**config.mk**
```make
export PLATFORM = sky130hd
export DESIGN_NAME = cnn_layer_sequencer
export DESIGN_NICKNAME = d
export VERILOG_FILES = /design/src/rtl/cnn_layer_sequencer_pkg.sv /design/src/rtl/cnn_layer_sequencer_xy_counter.sv /design/src/rtl/cnn_layer_sequencer.sv
export SDC_FILE = /design/constraint.sdc
export NUM_CORES = 1
export LEC_CHECK = 0
export BUFFER_PORTS_ARGS = -buffer_cell sky130_fd_sc_hd__buf_2
export CORE_UTILIZATION = 35
export CTS_CLUSTER_DIAMETER = 30
export DETAILED_ROUTE_END_ITERATION = 12
export PLACE_DENSITY = 0.64
export SYNTH_ARGS = -nofsm -noshare
export SYNTH_HDL_FRONTEND = slang
export SYNTH_HIERARCHICAL = 1
export SYNTH_SLANG_ARGS = --single-unit
```
**constraint.sdc**
```tcl
create_clock -name clk -period 3.95 [get_ports clk]
set_input_delay 0.395 -clock clk [delete_from_list [all_inputs] [get_ports clk]]
set_output_delay 0.395 -clock clk [all_outputs]
set_load 0.03 [all_outputs]
```
**src/rtl/cnn_layer_sequencer_pkg.sv**
```systemverilog
// Shared constants and state encoding for the CNN layer sequencer.
package cnn_layer_sequencer_pkg;

  localparam int CONV_DIM   = 24;
  localparam int POOL_DIM   = 12;
  localparam int RELU_DEPTH = 576;
  localparam int POOL_DEPTH = 144;

  typedef enum logic [2:0] {
    ST_IDLE,
    ST_CONV,
    ST_DRAIN,
    ST_POOL,
    ST_PDRAIN,
    ST_FC_WAIT,
    ST_FINISH
  } seq_state_e;

endpackage

```
**src/rtl/cnn_layer_sequencer_xy_counter.sv**
```systemverilog
// Row-major 2-D coordinate counter: y runs fastest, x advances when y wraps.
module seq_xy_counter #(
  parameter int DIM = 24,
  parameter int W   = 5
) (
  input  logic         clk,
  input  logic         rst,
  input  logic         clr,
  input  logic         en,
  output logic [W-1:0] x,
  output logic [W-1:0] y,
  output logic         last
);

  logic [W-1:0] x_q, x_d;
  logic [W-1:0] y_q, y_d;
  logic         x_end, y_end;

  assign x_end = (x_q == W'(DIM - 1));
  assign y_end = (y_q == W'(DIM - 1));

  always_comb begin
    x_d = x_q;
    y_d = y_q;
    if (clr) begin
      x_d = '0;
      y_d = '0;
    end else if (en) begin
      if (y_end) begin
        y_d = '0;
        x_d = x_end ? '0 : x_q + 1'b1;
      end else begin
        y_d = y_q + 1'b1;
      end
    end
  end

  always_ff @(posedge clk) begin
    if (rst) begin
      x_q <= '0;
      y_q <= '0;
    end else begin
      x_q <= x_d;
      y_q <= y_d;
    end
  end

  assign x    = x_q;
  assign y    = y_q;
  assign last = x_end && y_end;

endmodule

```
**src/rtl/cnn_layer_sequencer.sv**
```systemverilog
// Sequences one CNN inference: conv window scan, ReLU writeback, pooling scan,
// FC handshake with timeout, and completion strobes.
module cnn_layer_sequencer
  import cnn_layer_sequencer_pkg::*;
#(
  parameter int CONV_LAT   = 2,
  parameter int POOL_LAT   = 1,
  parameter int FC_TIMEOUT = 4095
) (
  input  logic       clk,
  input  logic       rst,
  input  logic       start,
  input  logic       abort,
  input  logic       fc_done,
  output logic       busy,
  output logic       conv_valid,
  output logic [4:0] conv_x,
  output logic [4:0] conv_y,
  output logic       relu_wr_en,
  output logic [9:0] relu_wr_addr,
  output logic       pool_valid,
  output logic [3:0] pool_x,
  output logic [3:0] pool_y,
  output logic       pool_out_valid,
  output logic       fc_start,
  output logic       result_latch,
  output logic       done,
  output logic       error
);

  localparam int ADDR_W = $clog2(RELU_DEPTH);
  localparam int CNT_W  = $clog2(FC_TIMEOUT + CONV_LAT + POOL_LAT + 1);

  seq_state_e        state_q, state_d;
  logic [CNT_W-1:0]  cnt_q, cnt_d;
  logic              error_q, error_d;

  logic [4:0]        cx_raw, cy_raw;
  logic [3:0]        px_raw, py_raw;
  logic              conv_last, pool_last;
  logic              conv_en, pool_en;

  logic [ADDR_W-1:0] relu_addr_in;
  logic [CONV_LAT-1:0] relu_vld_q, relu_vld_d;
  logic [ADDR_W-1:0] relu_addr_q [CONV_LAT];
  logic [ADDR_W-1:0] relu_addr_d [CONV_LAT];
  logic [POOL_LAT-1:0] pool_vld_q, pool_vld_d;

  assign conv_en = (state_q == ST_CONV);
  assign pool_en = (state_q == ST_POOL);

  seq_xy_counter #(.DIM(CONV_DIM), .W(5)) u_conv_xy (
    .clk  (clk),
    .rst  (rst),
    .clr  (abort),
    .en   (conv_en),
    .x    (cx_raw),
    .y    (cy_raw),
    .last (conv_last)
  );

  seq_xy_counter #(.DIM(POOL_DIM), .W(4)) u_pool_xy (
    .clk  (clk),
    .rst  (rst),
    .clr  (abort),
    .en   (pool_en),
    .x    (px_raw),
    .y    (py_raw),
    .last (pool_last)
  );

  always_comb begin
    state_d      = state_q;
    cnt_d        = '0;
    error_d      = error_q;
    fc_start     = 1'b0;
    done         = 1'b0;
    result_latch = 1'b0;
    case (state_q)
      ST_IDLE: begin
        if (start) begin
          state_d = ST_CONV;
          error_d = 1'b0;
        end
      end
      ST_CONV: begin
        if (conv_last) state_d = ST_DRAIN;
      end
      ST_DRAIN: begin
        if (cnt_q == CNT_W'(CONV_LAT - 1)) state_d = ST_POOL;
        else cnt_d = cnt_q + 1'b1;
      end
      ST_POOL: begin
        if (pool_last) state_d = ST_PDRAIN;
      end
      ST_PDRAIN: begin
        if (cnt_q == CNT_W'(POOL_LAT - 1)) begin
          state_d  = ST_FC_WAIT;
          fc_start = 1'b1;
        end else begin
          cnt_d = cnt_q + 1'b1;
        end
      end
      ST_FC_WAIT: begin
        // fc_done is only looked at here, so a pulse alongside fc_start is ignored
        if (fc_done) begin
          state_d = ST_FINISH;
        end else if (cnt_q == CNT_W'(FC_TIMEOUT - 1)) begin
          state_d = ST_FINISH;
          error_d = 1'b1;
        end else begin
          cnt_d = cnt_q + 1'b1;
        end
      end
      ST_FINISH: begin
        state_d      = ST_IDLE;
        done         = 1'b1;
        result_latch = !error_q;
      end
      default: state_d = ST_IDLE;
    endcase
    if (abort) begin
      state_d      = ST_IDLE;
      cnt_d        = '0;
      error_d      = error_q;
      fc_start     = 1'b0;
      done         = 1'b0;
      result_latch = 1'b0;
    end
  end

  always_ff @(posedge clk) begin
    if (rst) begin
      state_q <= ST_IDLE;
      cnt_q   <= '0;
      error_q <= 1'b0;
    end else begin
      state_q <= state_d;
      cnt_q   <= cnt_d;
      error_q <= error_d;
    end
  end

  assign relu_addr_in = ADDR_W'(cx_raw) * ADDR_W'(CONV_DIM) + ADDR_W'(cy_raw);

  always_comb begin
    relu_vld_d     = '0;
    pool_vld_d     = '0;
    relu_addr_d[0] = relu_addr_in;
    for (int i = 1; i < CONV_LAT; i++) relu_addr_d[i] = relu_addr_q[i-1];
    if (!abort) begin
      relu_vld_d[0] = conv_en;
      for (int i = 1; i < CONV_LAT; i++) relu_vld_d[i] = relu_vld_q[i-1];
      pool_vld_d[0] = pool_en;
      for (int i = 1; i < POOL_LAT; i++) pool_vld_d[i] = pool_vld_q[i-1];
    end
  end

  // delay-line stage boundary: valids are control and flush, addresses are data
  always_ff @(posedge clk) begin
    if (rst) begin
      relu_vld_q <= '0;
      pool_vld_q <= '0;
    end else begin
      relu_vld_q <= relu_vld_d;
      pool_vld_q <= pool_vld_d;
    end
  end

  always_ff @(posedge clk) begin
    for (int i = 0; i < CONV_LAT; i++) relu_addr_q[i] <= relu_addr_d[i];
  end

  assign busy           = (state_q != ST_IDLE);
  assign conv_valid     = conv_en;
  assign conv_x         = conv_en ? cx_raw : '0;
  assign conv_y         = conv_en ? cy_raw : '0;
  assign relu_wr_en     = relu_vld_q[CONV_LAT-1];
  assign relu_wr_addr   = relu_wr_en ? relu_addr_q[CONV_LAT-1] : '0;
  assign pool_valid     = pool_en;
  assign pool_x         = pool_en ? px_raw : '0;
  assign pool_y         = pool_en ? py_raw : '0;
  assign pool_out_valid = pool_vld_q[POOL_LAT-1];
  assign error          = error_q;

endmodule

```
# Word level (Yosys, flattened, before mapping)
# Memories as Yosys holds them, arrays and structs flattened.
# Index checks and enable logic that the tools add are counted.
op_classes:
  addsub: 6
  mul: 1
  div_mod_pow: 0
  magnitude_cmp: 0
  eq_ne: 20
  n_shift: 0
  n_mux: 33
  n_bitwise: 1
  n_reduce_logical: 12
ops:
  columns: ["operator", "count"]
  rows:
  - ["two-way mux 13 bit", 4]
  - ["case mux 13 bit (3 select lines)", 1]
  - ["two-way mux 3 bit", 7]
  - ["two-way mux 5 bit", 4]
  - ["case mux 3 bit (6 select lines)", 1]
  - ["two-way mux 4 bit", 4]
  - ["!= test 2 bit (second input constant)", 7]
  - ["adder 13 x 1 -> 13 bit (second input constant)", 1]
  - ["equality test 13 x 1 -> 1 bit (second input constant)", 1]
  - ["equality test 13 x 12 -> 1 bit (second input constant)", 1]
  - ["zero test 13 bit", 1]
  - ["adder 10 x 5 -> 10 bit", 1]
  - ["adder 5 x 1 -> 5 bit (second input constant)", 2]
  - ["equality test 5 bit (second input constant)", 2]
  - ["two-way mux 1 bit", 10]
  - ["two-way mux 10 bit", 1]
  - ["equality test 3 bit (second input constant)", 3]
  - ["adder 4 x 1 -> 4 bit (second input constant)", 2]
  - ["equality test 4 bit (second input constant)", 2]
  - ["multiplier 5 x 2 -> 7 bit (second input constant)", 1]
  - ["equality test 3 x 2 -> 1 bit (second input constant)", 2]
  - ["AND reduction 6 bit", 1]
  - ["AND reduction 5 bit", 1]
  - ["AND reduction 2 bit", 2]
  - ["10 further kinds", 11]
word_totals:
  ff_bits: 38
  latch_bits: 0
  ramBits: 20
  romBits: 0
  inputBits: 5
  out_inout_bits: 37
  mem_count: 1
memory_table:
  columns: ["name", "words", "width", "rd", "rd_clocked_by_memory_dff", "wr", "line", "source"]
  rows:
  - ["relu_addr_q", 2, 10, 2, 0, 2, "cnn_layer_sequencer.sv:45", "logic [ADDR_W-1:0] relu_addr_q [CONV_LAT];"]

# Logic depth before layout (Yosys ltp)
logic_depth:
  ltp_word: 4
  depth_mapped: 7

# Modules after synthesis
# The synthesis kept the hierarchy.
modules_own_cells:
  columns: ["module", "instances", "cells_per_inst", "area_per_inst_um2"]
  rows:
  - ["cnn_layer_sequencer", 1, 225, 2077.0]
  - ["seq_xy_counter at u_conv_xy", 1, 58, 509.2]
  - ["seq_xy_counter at u_pool_xy", 1, 41, 392.9]

# Worst setup path before layout
# No wires, ideal clock.
synth_timing:
  path_type: "register -> register"
  start: "register state_q[2]"
  end: "register u_conv_xy.x_q[4], in the netlist u_conv_xy/x[4]"
  arrival_ns: 2.623
  required_time_ns: 3.880
  slack_ns: 1.257
  path_stages_with_launch: 8
  synth_period_minus_slack_ns: 2.693
  path_cell_list: "dfxtp_1 -> buf_2 -> buf_2 -> nor3_1 -> buf_2 -> nand3_1 -> or4_1 -> a21oi_1"
synth_via:
  elab_chain_len: 2
synth_lines:
  columns: ["element", "line", "source"]
  rows:
  - ["from (decl)", "cnn_layer_sequencer.sv:34", "seq_state_e state_q, state_d;"]
  - ["from (signal assigned)", "cnn_layer_sequencer.sv:138", "state_q <= state_d;"]
  - ["equality test 3 x 1 -> 1 bit", "cnn_layer_sequencer.sv:49", "assign conv_en = (state_q == ST_CONV);"]
  - ["net conv_valid", "cnn_layer_sequencer.sv:16", "output logic conv_valid,"]
  - ["AND reduction 2 bit (no source line)", null, null]
  - ["to (signal assigned)", "cnn_layer_sequencer_xy_counter.sv:40", "x_q <= '0;"]
  - ["to (signal assigned)", "cnn_layer_sequencer_xy_counter.sv:43", "x_q <= x_d;"]
  - ["to (decl)", "cnn_layer_sequencer_xy_counter.sv:15", "logic [W-1:0] x_q, x_d;"]
# The timed path passes the listed nets, and every way through them passes these cells.
# A chain may end at the register's enable or synchronous reset.

# Worst setup path in the final report
layout_timing:
  start: "register state_q[0]"
  end: "output pool_valid"
layout_via:
  elab_chain_len: 1
layout_lines:
  columns: ["element", "line", "source"]
  rows:
  - ["equality test 3 x 2 -> 1 bit", "cnn_layer_sequencer.sv:50", "assign pool_en = (state_q == ST_POOL);"]
  - ["to (decl)", "cnn_layer_sequencer.sv:21", "output logic pool_valid,"]
# Every way passes these cells.

==> results.yml <==
pwr:
  power.total_mw: 1.27
  internal_power_mw: 1.01
  peakVddDrop_mv: 0.253
  p_clk_frac: 0.516
  p_seq_frac: 0.463
  switching_share: 0.205
  combPwrFrac: 0.021
  power.density_nw_per_um2: 365
  power.leakage_nw: 1.56
  p_switching_mw: 0.260
setup_path:
  cp.arrival_ns: 2.14
  required_ns: 3.56
  cp-start-kind: "register"
  worstPathMaxFanout: 11
  cp_slowest_stage_delay_ns: 0.59
  path_cells: "nor2b_1 > and2_1 > buf_2"
  cp-end-kind: "output pin"
  critPathSlowestCell: "nor2b_1"
  critPathKind: "reg -> out"
clocking:
  clock_latency_ns: 0.33
  cts-root-buf: "clkbuf_8"
  cts_tree: "yes"
  cts_made_buffers: 9
  cts_resized: 0
  path_clk_slew_ns: 0.07
  cts.sinks: 58
  clk_path_buf_depth: 2
  postCtsSetupBuffers: 0
  ctsHoldBuffers: 0
  h-tree-depth: 3
layout:
  layout_common_cells: "dfxtp_1, buf_2, a21oi_1, and2_1, xor2_1"
  nets: 385
  layout_commonest_cell: "dfxtp_1"
  area_growth_pct: 16.9
  drive_gt1_frac: 0.199
  n_antenna_cell: 0
logic_synthesis:
  synthCells: 324
  synth_area_leaders: "dfxtp_1, ha_1, a21oi_1"
  synthFlopType: "dfxtp_1"
  synth_top_area_frac: 0.390
  synth_area_per_cell_um2: 9.19
  synth_top_cell_by_area: "dfxtp_1"
  syn-num-nets: 347
  synth_seq_cells: 58
  async_reset_ff_frac: 0
  yosys_warnings: 6
  netlist_area_um2: 2980
  synth_edf_count: 0
  ys_seq_area_frac: 0.390
  yosys.cell_types.count: 58
sta:
  fin_worst_skew_ns: 0.00834
  tightest_slew_ns: 0.774
  hold_viol: 0
  drv_slew: 0
  fin_crit_sh: 0.642
  fmax_mhz: 395
  fin_tns_setup_ns: 0
  worst_slew_margin_rel: 0.483
  grt_setup_unrepaired: "no"
  min_period_ns: 2.53
  setup_viol: 0
place:
  globalplace.congestion: 0.836
  portBuffers: 41
  place_hpwl_um: 4410
run_status:
  outcome: "finished clean"
floorplan:
  fp-row-count: 33
  design.portCount: 42
  start_util: 0.363
  die_w_um: 94.3
  die_h_um: 94.3
  die-area_um2: 8880
  coreArea_um2: 8220
drt:
  ant_nets: 0
  drc: 0
  vias: 2451
  via_per_inst: 5.19
  wl_per_cell_um: 13.6
  drtIter0Drc: 68
  dr.pass1.iters: 4
  routed_wl_um: 6420
global_route:
  grt_pass1_wl_um: 10900
  grt_usage: 0.157
  grt_max_degree: 27
  grt_pass1_vias: 2274
  overflow: 0
  antenna_found_initial: 0
flow_run:
  drv_cap: 0
min_path:
  hold_path_class: "reg -> reg"
==> power by group through the flow <==
| stage | Combinational [mW] | Clock (mW) | Sequential (mW) |
|---|---|---|---|
| 6_report | 0.0268 | 0.657 | 0.588 |
| 5_1_grt | 0.0297 | 0.696 | 0.588 |
| 4_1_cts | 0.0267 | 0.667 | 0.588 |
| 2_1_floorplan | 0.0173 | 0 | 0.600 |
| 3_5_place_dp | 0.0267 | 0 | 0.601 |
| 3_3_place_gp | 0.0265 | 0 | 0.601 |
==> worst max-delay path, delay by kind of cell (launching register included) <==
kind | cells | cell delay, ns
flops | 1 | 0.49
buf+inv | 1 | 0.28
simple gates | 2 | 1.03
==> area by class of cell <==
class | count | area, um^2
well taps | 105 | 131
multi-input cells | 242 | 1710
fillers | 809 | 4730
clock buffers | 10 | 128
repair buffers | 42 | 213
inverters | 9 | 33.8
clock inverters | 6 | 105
flip-flops and latches | 58 | 1160
==> Yosys cell counts (5+ instances only) <==
cell type and instances:
xor2_1 17, buf_2 8, ha_1 16, nor2_1 15, and3_1 15, nand4_1 10
or2_2 5, nor3_1 5, a21oi_1 30, nor4_1 8, dfxtp_1 58, nand3_1 10
nand2_1 11, nand2b_1 6, or3_1 5, mux2i_1 6, and2_1 23, inv_1 9
o21ai_0 6, xnor2_1 5
==> registers in the layout, indices dropped and copies added (netlist names) <==
signal / count
u_pool_xy/y: 4
relu_vld_q: 2
u_conv_xy/x: 5
state_q: 3
pool_out_valid: 1
relu_addr_q: 20
u_pool_xy/x: 4
cnt_q: 13
u_conv_xy/y: 5
error: 1
==> through the flow <==
stage / cell area, um^2 / utilization / hold WS [ns] / instances / worst slack, ns
5_1_grt: 3480 / 0.424 / 0.340 / 472 / 1.29
4_1_cts: 3480 / 0.424 / 0.327 / 472 / 1.43
6_report: 3480 / 0.424 / 0.327 / 472 / 1.42
2_1_floorplan: 2980 / - / 0.310 / 324 / 1.26
3_3_place_gp: 3250 / 0.395 / 0.313 / 456 / 1.79
3_5_place_dp: 3250 / 0.395 / 0.312 / 456 / 1.70
==> metal layers <==
| layer | track usage | vias to the layer above | wire length (um) |
|---|---|---|---|
| met3 | 0.0356 | 12 | 310 |
| met4 | 0.0577 | 0 | 102 |
| met2 | 0.240 | 58 | 2830 |
| met1 | 0.214 | 1148 | 3180 |
| met5 | 0 | - | 0 |
| li1 | - | 1233 | - |
==> path summary, 6_finish.rpt <==
kind	from	to	slack, ns	cells past startpoint
max	state_q[0]$_SDFFE_PP0P_	pool_valid	1.42	3
min	relu_addr_q[0][1]$_DFF_P_	relu_addr_q[0][11]$_DFF_P_	0.33	0
max reg2reg	state_q[0]$_SDFFE_PP0P_	u_pool_xy/x[3]$_SDFFE_PP0P_	1.65	5
min reg2reg	relu_addr_q[0][1]$_DFF_P_	relu_addr_q[0][11]$_DFF_P_	0.33	0
==> kinds of logic (layout without fill, tap and decap cells) <==
logic type	Yosys count	after routing	synth area share
AOI/OAI and AO/OA	55	55	0.110
muxes	7	7	0.0239
xor gates and xnor gates	23	23	0.0701
and+or+nand+nor	139	139	0.289
adders and majority gates	18	18	0.0806
DFF	58	58	0.390
buffers and inverters	24	67	0.0361
No activity file was read; power rests on OpenSTA's default activity.
